`src/rtl/synth_audio_pkg.sv`:
```
// Shared audio datapath constants and I2S slot helper for the filter and I2S blocks.
package synth_audio_pkg;

    localparam int unsigned SAMPLE_W    = 24;
    localparam int unsigned SLOT_W      = 32;
    localparam int unsigned FRAME_SLOTS = 64;
    localparam int unsigned SLOT_CNT_W  = $clog2(FRAME_SLOTS);

    typedef logic [SAMPLE_W-1:0]   sample_t;
    typedef logic [SLOT_CNT_W-1:0] slot_t;

    // Serial bit for a frame slot: MSB one slot after the channel edge, zero padding elsewhere.
    function automatic logic slot_bit(input sample_t word, input slot_t slot);
        logic [4:0] k;
        logic [4:0] idx;
        k   = slot[4:0];
        idx = 5'(SAMPLE_W) - k;
        if (k >= 5'd1 && k <= 5'(SAMPLE_W)) begin
            return word[idx];
        end
        return 1'b0;
    endfunction

endpackage

```
`src/rtl/i2s_bclk_gen.sv`:
```
// I2S bit-clock divider: Bclk plus strobes marking the cycle whose closing edge
// makes Bclk fall (fall_tick) or rise (rise_tick).
module i2s_bclk_gen #(
    parameter int unsigned BCLK_DIV = 8
) (
    input  logic clk,
    input  logic rst_n,
    output logic bclk,
    output logic fall_tick,
    output logic rise_tick
);

    localparam int unsigned DIV_W = $clog2(BCLK_DIV);
    localparam logic [DIV_W-1:0] DIV_LAST     = DIV_W'(BCLK_DIV - 1);
    localparam logic [DIV_W-1:0] DIV_PRE_RISE = DIV_W'(BCLK_DIV / 2 - 1);

    logic [DIV_W-1:0] div_q, div_d;
    logic             bclk_q, bclk_d;

    assign fall_tick = (div_q == DIV_LAST);
    assign rise_tick = (div_q == DIV_PRE_RISE);
    assign bclk      = bclk_q;

    always_comb begin
        div_d  = fall_tick ? '0 : div_q + DIV_W'(1);
        bclk_d = bclk_q;
        if (fall_tick) begin
            bclk_d = 1'b0;
        end else if (rise_tick) begin
            bclk_d = 1'b1;
        end
    end

    always_ff @(posedge clk) begin
        if (!rst_n) begin
            div_q  <= '0;
            bclk_q <= 1'b0;
        end else begin
            div_q  <= div_d;
            bclk_q <= bclk_d;
        end
    end

endmodule

```
`src/rtl/i2s_tx.sv`:
```
// Mono-to-stereo I2S transmitter with a one-entry sample holding register.
// Optional UnderrunCount output when I2S_TX_UNDERRUN_CNT_EN is defined.
module i2s_tx
    import synth_audio_pkg::*;
#(
    parameter int unsigned BCLK_DIV = 8
) (
    input  logic                Clock,
    input  logic                Reset,
    input  logic [SAMPLE_W-1:0] SampleIn,
    input  logic                SampleValid,
    output logic                SampleReady,
    output logic                Bclk,
    output logic                Lrclk,
    output logic                Sdata,
    output logic                Underrun
`ifdef I2S_TX_UNDERRUN_CNT_EN
    ,
    output logic [15:0]         UnderrunCount
`endif
);

    logic    fall_tick, rise_tick;
    logic    load, accept;

    slot_t   slot_q, slot_d;
    logic    sdata_q, sdata_d;
    logic    next_bit_q, next_bit_d;
    sample_t active_q, active_d;
    sample_t hold_q, hold_d;
    logic    full_q, full_d;
    logic    underrun_q, underrun_d;

    i2s_bclk_gen #(
        .BCLK_DIV (BCLK_DIV)
    ) u_bclk_gen (
        .clk       (Clock),
        .rst_n     (Reset),
        .bclk      (Bclk),
        .fall_tick (fall_tick),
        .rise_tick (rise_tick)
    );

    assign load   = fall_tick && (slot_q == slot_t'(FRAME_SLOTS - 1));
    assign accept = SampleValid && !full_q;

    always_comb begin
        slot_d     = slot_q;
        sdata_d    = sdata_q;
        next_bit_d = next_bit_q;
        active_d   = active_q;
        hold_d     = hold_q;
        full_d     = full_q;
        underrun_d = load && !full_q;
        // Next slot's bit is looked up mid-slot so the fall edge only moves a flop.
        // Slot 0 is always padding, so a new active word is never needed before slot 1.
        if (rise_tick) begin
            next_bit_d = slot_bit(active_q, slot_q + slot_t'(1));
        end
        if (fall_tick) begin
            slot_d  = slot_q + slot_t'(1);
            sdata_d = next_bit_q;
        end
        if (load) begin
            active_d = full_q ? hold_q : '0;
        end
        if (load && full_q) begin
            full_d = 1'b0;
        end else if (accept) begin
            full_d = 1'b1;
            hold_d = SampleIn;
        end
    end

    always_ff @(posedge Clock) begin
        if (!Reset) begin
            slot_q     <= '0;
            sdata_q    <= 1'b0;
            next_bit_q <= 1'b0;
            active_q   <= '0;
            hold_q     <= '0;
            full_q     <= 1'b0;
            underrun_q <= 1'b0;
        end else begin
            slot_q     <= slot_d;
            sdata_q    <= sdata_d;
            next_bit_q <= next_bit_d;
            active_q   <= active_d;
            hold_q     <= hold_d;
            full_q     <= full_d;
            underrun_q <= underrun_d;
        end
    end

    assign SampleReady = !full_q;
    assign Lrclk       = slot_q[SLOT_CNT_W-1];
    assign Sdata       = sdata_q;
    assign Underrun    = underrun_q;

`ifdef I2S_TX_UNDERRUN_CNT_EN
    logic [15:0] underrun_cnt_q;

    always_ff @(posedge Clock) begin
        if (!Reset) begin
            underrun_cnt_q <= '0;
        end else if (underrun_q && (underrun_cnt_q != 16'hFFFF)) begin
            underrun_cnt_q <= underrun_cnt_q + 16'd1;
        end
    end

    assign UnderrunCount = underrun_cnt_q;
`endif

endmodule

```
`config.mk`:
```
export PLATFORM = sky130hd
export DESIGN_NAME = i2s_tx
export DESIGN_NICKNAME = d
export VERILOG_FILES = /design/src/rtl/synth_audio_pkg.sv /design/src/rtl/i2s_bclk_gen.sv /design/src/rtl/i2s_tx.sv
export SDC_FILE = /design/constraint.sdc
export NUM_CORES = 1
export LEC_CHECK = 0
export CAP_MARGIN = 10
export CORE_AREA = 2 2 72 74
export CTS_CLUSTER_DIAMETER = 100
export DETAILED_ROUTE_END_ITERATION = 12
export DIE_AREA = 0 0 74 76
export GPL_TIMING_DRIVEN = 0
export PLACE_DENSITY_LB_ADDON = 0.08
export SETUP_SLACK_MARGIN = 0.02
export SLEW_MARGIN = 25
export SYNTH_ARGS = -nofsm -noshare
export SYNTH_HDL_FRONTEND = slang
export SYNTH_HIERARCHICAL = 1
export SYNTH_SLANG_ARGS = --single-unit
```
`constraint.sdc`:
```
create_clock -name Clock -period 4.1 [get_ports Clock]
set_input_delay 0.615 -clock Clock [delete_from_list [all_inputs] [get_ports Clock]]
set_output_delay 0.615 -clock Clock [all_outputs]
set_load 0.1 [all_outputs]
```
; Yosys cells after proc, flatten, opt, wreduce, memory -nomap -nowiden
; Cells that the tools add are included.
[totals]
ff_bits = 62
latch_bits = 0
mem_bits_rw = 0
rom_bits = 0
input_bits = 27
output_inout_bits = 5
wordCells = 36
n_memories = 0
[op_classes]
n_addsub = 3
n_mul = 0
div = 0
n_lt_le_gt_ge = 3
eq_ne = 3
n_shift = 0
muxes = 7
bitwise_logic = 2
reduce_logical = 9
[ops]
columns = op, count
row1 = two-way mux 24 bit, 1
row2 = "adder 6 x 1 -> 6 bit, second input constant", 1
row3 = "equality test 6 bit, second input constant", 1
row4 = "< comparator 5 x 6 -> 1 bit, second input constant", 1
row5 = binary-select mux 1 bit (select 5 bit), 1
row6 = "greater-or-equal comparator 5 x 1 -> 1 bit, second input constant", 1
row7 = "less-or-equal comparator 5 bit, second input constant", 1
row8 = logical AND 1 bit, 5
row9 = two-way mux 1 bit, 5
row10 = "subtractor 5 bit, first input constant", 1
row11 = OR reduction 2 bit, 2
row12 = "adder 3 x 1 -> 3 bit, second input constant", 1
row13 = "equality test 3 x 2 -> 1 bit, second input constant", 1
row14 = "equality test 3 bit, second input constant", 1
row15 = NOT 1 bit, 2
row16 = AND reduction 2 bit, 1
row17 = logical NOT 1 bit, 1

; Logic depth before layout (Yosys ltp)
[depth]
ltp_word = 6
mapped_depth = 10
ltp_nobuf = 7

; Cells and area by module
; Netlist, hierarchy kept.
[by_module_without_submodules]
columns = mod, instances, cells_per_inst, area_each_um2
row1 = i2s_tx, 1, 299, 2613.8
row2 = i2s_bclk_gen, 1, 16, 162.7

; Worst setup path before layout
; No wires, ideal clock.
[synth_path]
kind = reg2reg
from = register slot_q[0]
to = register next_bit_q
t_arrival_ps = 2006
path_slack_ps = 1974
stages_incl_launch_ff = 9
n_path_buf = 2
path_cell_list = dfxtp_1 -> buf_4 -> inv_2 -> ha_1 -> buf_2 -> or3_1 -> or4_1 -> nand4_1 -> o31ai_1
[synth_between]
elab_chain_cells = 6
[synth_lines]
columns = item, line_no
row1 = from (decl), i2s_tx.sv:26  ; slot_t slot_q, slot_d;
row2 = from (signal assigned), i2s_tx.sv:85  ; slot_q <= slot_d;
row3 = adder 6 x 1 -> 6 bit *, -
row4 = subtractor 5 bit (tied with other cells), synth_audio_pkg.sv:17  ; idx = 5'(SAMPLE_W) - k;
row5 = binary-select mux 1 bit (select 5 bit) or logical AND 1 bit (tied branches), "synth_audio_pkg.sv:19, synth_audio_pkg.sv:18"
row6 = two-way mux 1 bit (on tied branches), "synth_audio_pkg.sv:19, synth_audio_pkg.sv:18"
row7 = two-way mux 1 bit (on tied branches), "synth_audio_pkg.sv:18, i2s_tx.sv:57"
row8 = two-way mux 1 bit *, synth_audio_pkg.sv:21  ; return 1'b0;
row9 = to (signal assigned), i2s_tx.sv:87  ; next_bit_q <= next_bit_d;
row10 = to (decl), i2s_tx.sv:28  ; logic next_bit_q, next_bit_d;
; Every way passes the cells marked *; elsewhere a longest branch is shown, timed or not. The select of a mux whose other input is x is not followed.
; A chain may end at the register's enable or synchronous reset.

; Final worst setup path
[layout_path]
from = register full_q
to = output SampleReady
[layout_between]
elab_chain_cells = 1
[layout_lines]
columns = item, line_no
row1 = from (decl), i2s_tx.sv:31  ; logic full_q, full_d;
row2 = from (signal assigned), i2s_tx.sv:90  ; full_q <= full_d;
row3 = logical NOT 1 bit, i2s_tx.sv:95  ; assign SampleReady = !full_q;
row4 = to (decl), i2s_tx.sv:12  ; output logic SampleReady,
; Every way passes these cells.

==> impl_metrics.csv <==
group,metric,value,unit
run_status,outcome,"complete, no violations",
sta,max_freq,0.370,GHz
worst_setup_path,crit_path_start_kind,"flip-flop",
synth,async_flop_share,0,%
worst_setup_path,reg2reg_to,"next_bit_q",
worst_setup_path,worstSetupPathDepth,3,
worst_setup_path,cp-startpoint,"full_q",
synth,synth_nets,347,
drt,ant_nets,0,
worst_setup_path,worstSetupEndpoint,"SampleReady",
global_route,antenna_found_initial,0,
worst_setup_path,rrSetupSlack,1760,ps
global_route,grt_pass1_wl,9890,um
place,pre_cts_slack,1740,ps
floorplan,start_util,56.5,%
drt,routedWlPerCell,13.4,um
worst_setup_path,cp-end-kind,"primary output",
global_route,grt_pass1_vias,2167,
floorplan,die_h,76,um
cts,clkTransAtPathRegs,70,ps
place,place_congestion,0.860,
synth,synthFlopType,"dfxtp_1",
worst_hold_path,hold_path_class,"reg2reg",
power_and_ir_drop,leakage,1.25,nW
worst_setup_path,critPathMaxStageDelay,1140,ps
drt,wl,5780,um
synth,yosys_warnings,6,
worst_setup_path,critPathKind,"reg2out",
synth,syn_avg_cell_area,8.81,um2
worst_setup_path,crit_path_max_fanout,9,
synth,postSynthCellCount,315,
finish,antenna_cells,0,
sta,slew_headroom,35.4,%
cts,postCtsHoldBufs,0,
floorplan,io_pins,32,
sta,setup_ws,1400,ps
synth,synth_cell_type_count,38,
drt,detail_route.first_pass.iterations,4,
power_and_ir_drop,ir_drop,294,uV
sta,setup_viol_count_final,0,
worst_setup_path,slowest_stage,"clkdlybuf4s50_1",
synth,ys_ff_latch,62,
sta,worstMarginPinSlew,966,ps
global_route,grt-ovfl-total,0,
cts,tritoncts,"built",
finish,nets,389,
power_and_ir_drop,pwr_density_cell,378,mW/mm2
drt,drc,0,
cts,cts_buffers,9,
cts,htreeDepth,3,
synth,synth_edf_count,0,
worst_setup_path,cp.required,3480,ps
drt,vias,2264,
floorplan,rows,26,
floorplan,chipWidth,74,um
sta,rsz0062_at_grt,"no",
sta,timing.final.max_slew_violations,0,
finish,drive_gt1_share,9.12,%
worst_setup_path,worst-path-buf-inv,3,
worst_setup_path,critical_path.top_delay_family,"buffers and inverters",
cts,clock_path_buffers,2,
floorplan,fp.coreArea,0.00491,mm2
floorplan,fp.dieArea,0.00562,mm2
sta,finalHoldViolCount,0,
synth,seq_area_frac_synth,44.7,%
sta,final.setup.tns,0,ps
worst_setup_path,r2r_start,"slot_q[0]",
finish,areaGrowthSynthToFinish,21.6,%
worst_setup_path,cp.arrival,2090,ps
cts,cts-root-buf,"clkbuf_8",
cts,clkLatencyLatePin,330,ps
job,maxCapViolCount,0,
global_route,grt_usage,22.5,%
drt,drtIter0Drc,123,
cts,post-cts-setup-buffer-count,0,
sta,fin_crit_sh,65.9,%
sta,skew,5.65,ps
global_route,grt_max_degree,11,
drt,vias_per_cell,5.24,
worst_setup_path,r2r_cells,9,
finish,n_fill_cell,421,
place,port_buffers,31,
sta,min_period,2700,ps
cts,cts.sinks,62,
worst_setup_path,cp_cell_sequence,"clkbuf_1 > inv_1 > clkdlybuf4s50_1",
synth,syn-cell-area,0.00278,mm2
cts,cts_resized,0,
place,hpwlAfterDp,4030,um
[final cells by class]
| type | instances | area, um2 | share of cell area [%] |
|---|---|---|---|
| multi-input cells | 219 | 1390 | 41.0 |
| well taps | 70 | 87.6 | 2.59 |
| clock buffers | 13 | 159 | 4.71 |
| flip-flops and latches | 62 | 1240 | 36.8 |
| inverters | 7 | 26.3 | 0.778 |
| plain buffers | 27 | 124 | 3.67 |
| repair buffers | 31 | 310 | 9.19 |
| clock inverters | 3 | 42.5 | 1.26 |
[per-layer routing]
| metal | wire, um | part of all wire (%) | track usage (%) | vias to the layer above |
|---|---|---|---|---|
| met3 | 248 | 4.3 | 3.97 | 6 |
| met5 | 0 | 0 | 0 | - |
| met2 | 2660 | 46 | 33.8 | 54 |
| li1 | - | - | - | 1154 |
| met4 | 65 | 1.1 | 10.5 | 0 |
| met1 | 2810 | 49 | 31.2 | 1050 |
[layout by cell type, fill, tap and decap left out, types with 2 or more instances in the layout]
cell type / count
nand2_1: 75
dfxtp_1: 62
a21boi_0: 34
clkdlybuf4s50_1: 31
nand3_1: 27
clkbuf_1: 16
a21boi_1: 15
clkbuf_8: 11
buf_2: 9
xnor2_1: 7
inv_1: 6
mux2i_1: 6
nor2_1: 6
mux4_2: 6
and2_1: 5
ha_1: 5
nand4_1: 4
nor2b_1: 4
and3_1: 4
xor2_1: 2
buf_1: 2
or3_1: 2
nor3_1: 2
a21oi_1: 2
[power breakdown]
part           switching, mW  total, mW  internal [mW]  leakage (nW)
Combinational         0.0543      0.101         0.0472         0.650
Sequential           0.00965      0.630          0.621         0.504
Clock                  0.232      0.546          0.314        0.0996
[cells in the mapped netlist, types with 2 or more instances]
master / instances / area (um2)
or3_1: 2 / 12.5
mux4_2: 6 / 135
xnor2_1: 7 / 61.3
nor3_1: 2 / 10.0
dfxtp_1: 62 / 1240
a21oi_1: 2 / 10.0
nand2_1: 75 / 282
nand3_1: 27 / 135
nand4_1: 4 / 25.0
ha_1: 5 / 62.6
inv_1: 6 / 22.5
a21boi_1: 15 / 113
buf_2: 9 / 45.0
and3_1: 4 / 25.0
mux2i_1: 6 / 60.1
xor2_1: 2 / 17.5
clkbuf_1: 14 / 52.6
nor2b_1: 4 / 25.0
and2_1: 5 / 31.3
nor2_1: 6 / 22.5
buf_1: 2 / 7.51
a21boi_0: 34 / 255
[cell families after synthesis]
| kind of cell | Yosys count | synth area share [%] |
|---|---|---|
| AO/OA/AOI/OAI | 57 | 15.4 |
| XOR/XNOR | 9 | 2.84 |
| adder cells (fa/ha/maj) | 5 | 2.25 |
| buffers and inverters | 34 | 5.41 |
| flip-flops | 62 | 44.7 |
| multiplexers | 12 | 7.03 |
| AND/OR/NAND/NOR | 136 | 22.4 |
[worst register-to-register path, cell delays in order, from the launching register on]
cell     delay (ps)
dfxtp_1         340
buf_4           160
inv_2            90
ha_1            300
buf_2           270
mux4_2          550
mux2i_1         180
mux2i_1         110
nor3_1          140
o31ai_1         100
[registers in the layout (all words and copies together), names as in the netlist]
name	count
u_bclk_gen/bclk	1
full_q	1
u_bclk_gen/div_q	3
Underrun	1
active_q	24
hold_q	24
next_bit_q	1
Sdata	1
slot_q	6
[stage by stage]
stage          power [mW]  std cells  instance area (um2)  hold WS (ps)  utilization [%]
5_1_grt              1.32        432                 3380           469             68.7
6_report             1.28        432                 3380           452             68.7
2_1_floorplan       0.701        315                 2780           421                -
4_1_cts              1.28        432                 3380           451             68.7
3_3_place_gp        0.743        416                 3170           435             64.6
3_5_place_dp        0.746        416                 3170           443             64.6
[how the worst min path moves through the flow]
stage,startpoint,to,cells past startpoint
after floorplan,u_bclk_gen/div_q[0],u_bclk_gen/div_q[0],1
after global routing,active_q[12],active_q[12],2
final,active_q[7],active_q[7],2
after CTS,active_q[12],active_q[12],2
after global placement,active_q[19],active_q[19],2
after detailed placement,active_q[12],active_q[12],2
No activity file was read; power rests on OpenSTA's default activity.
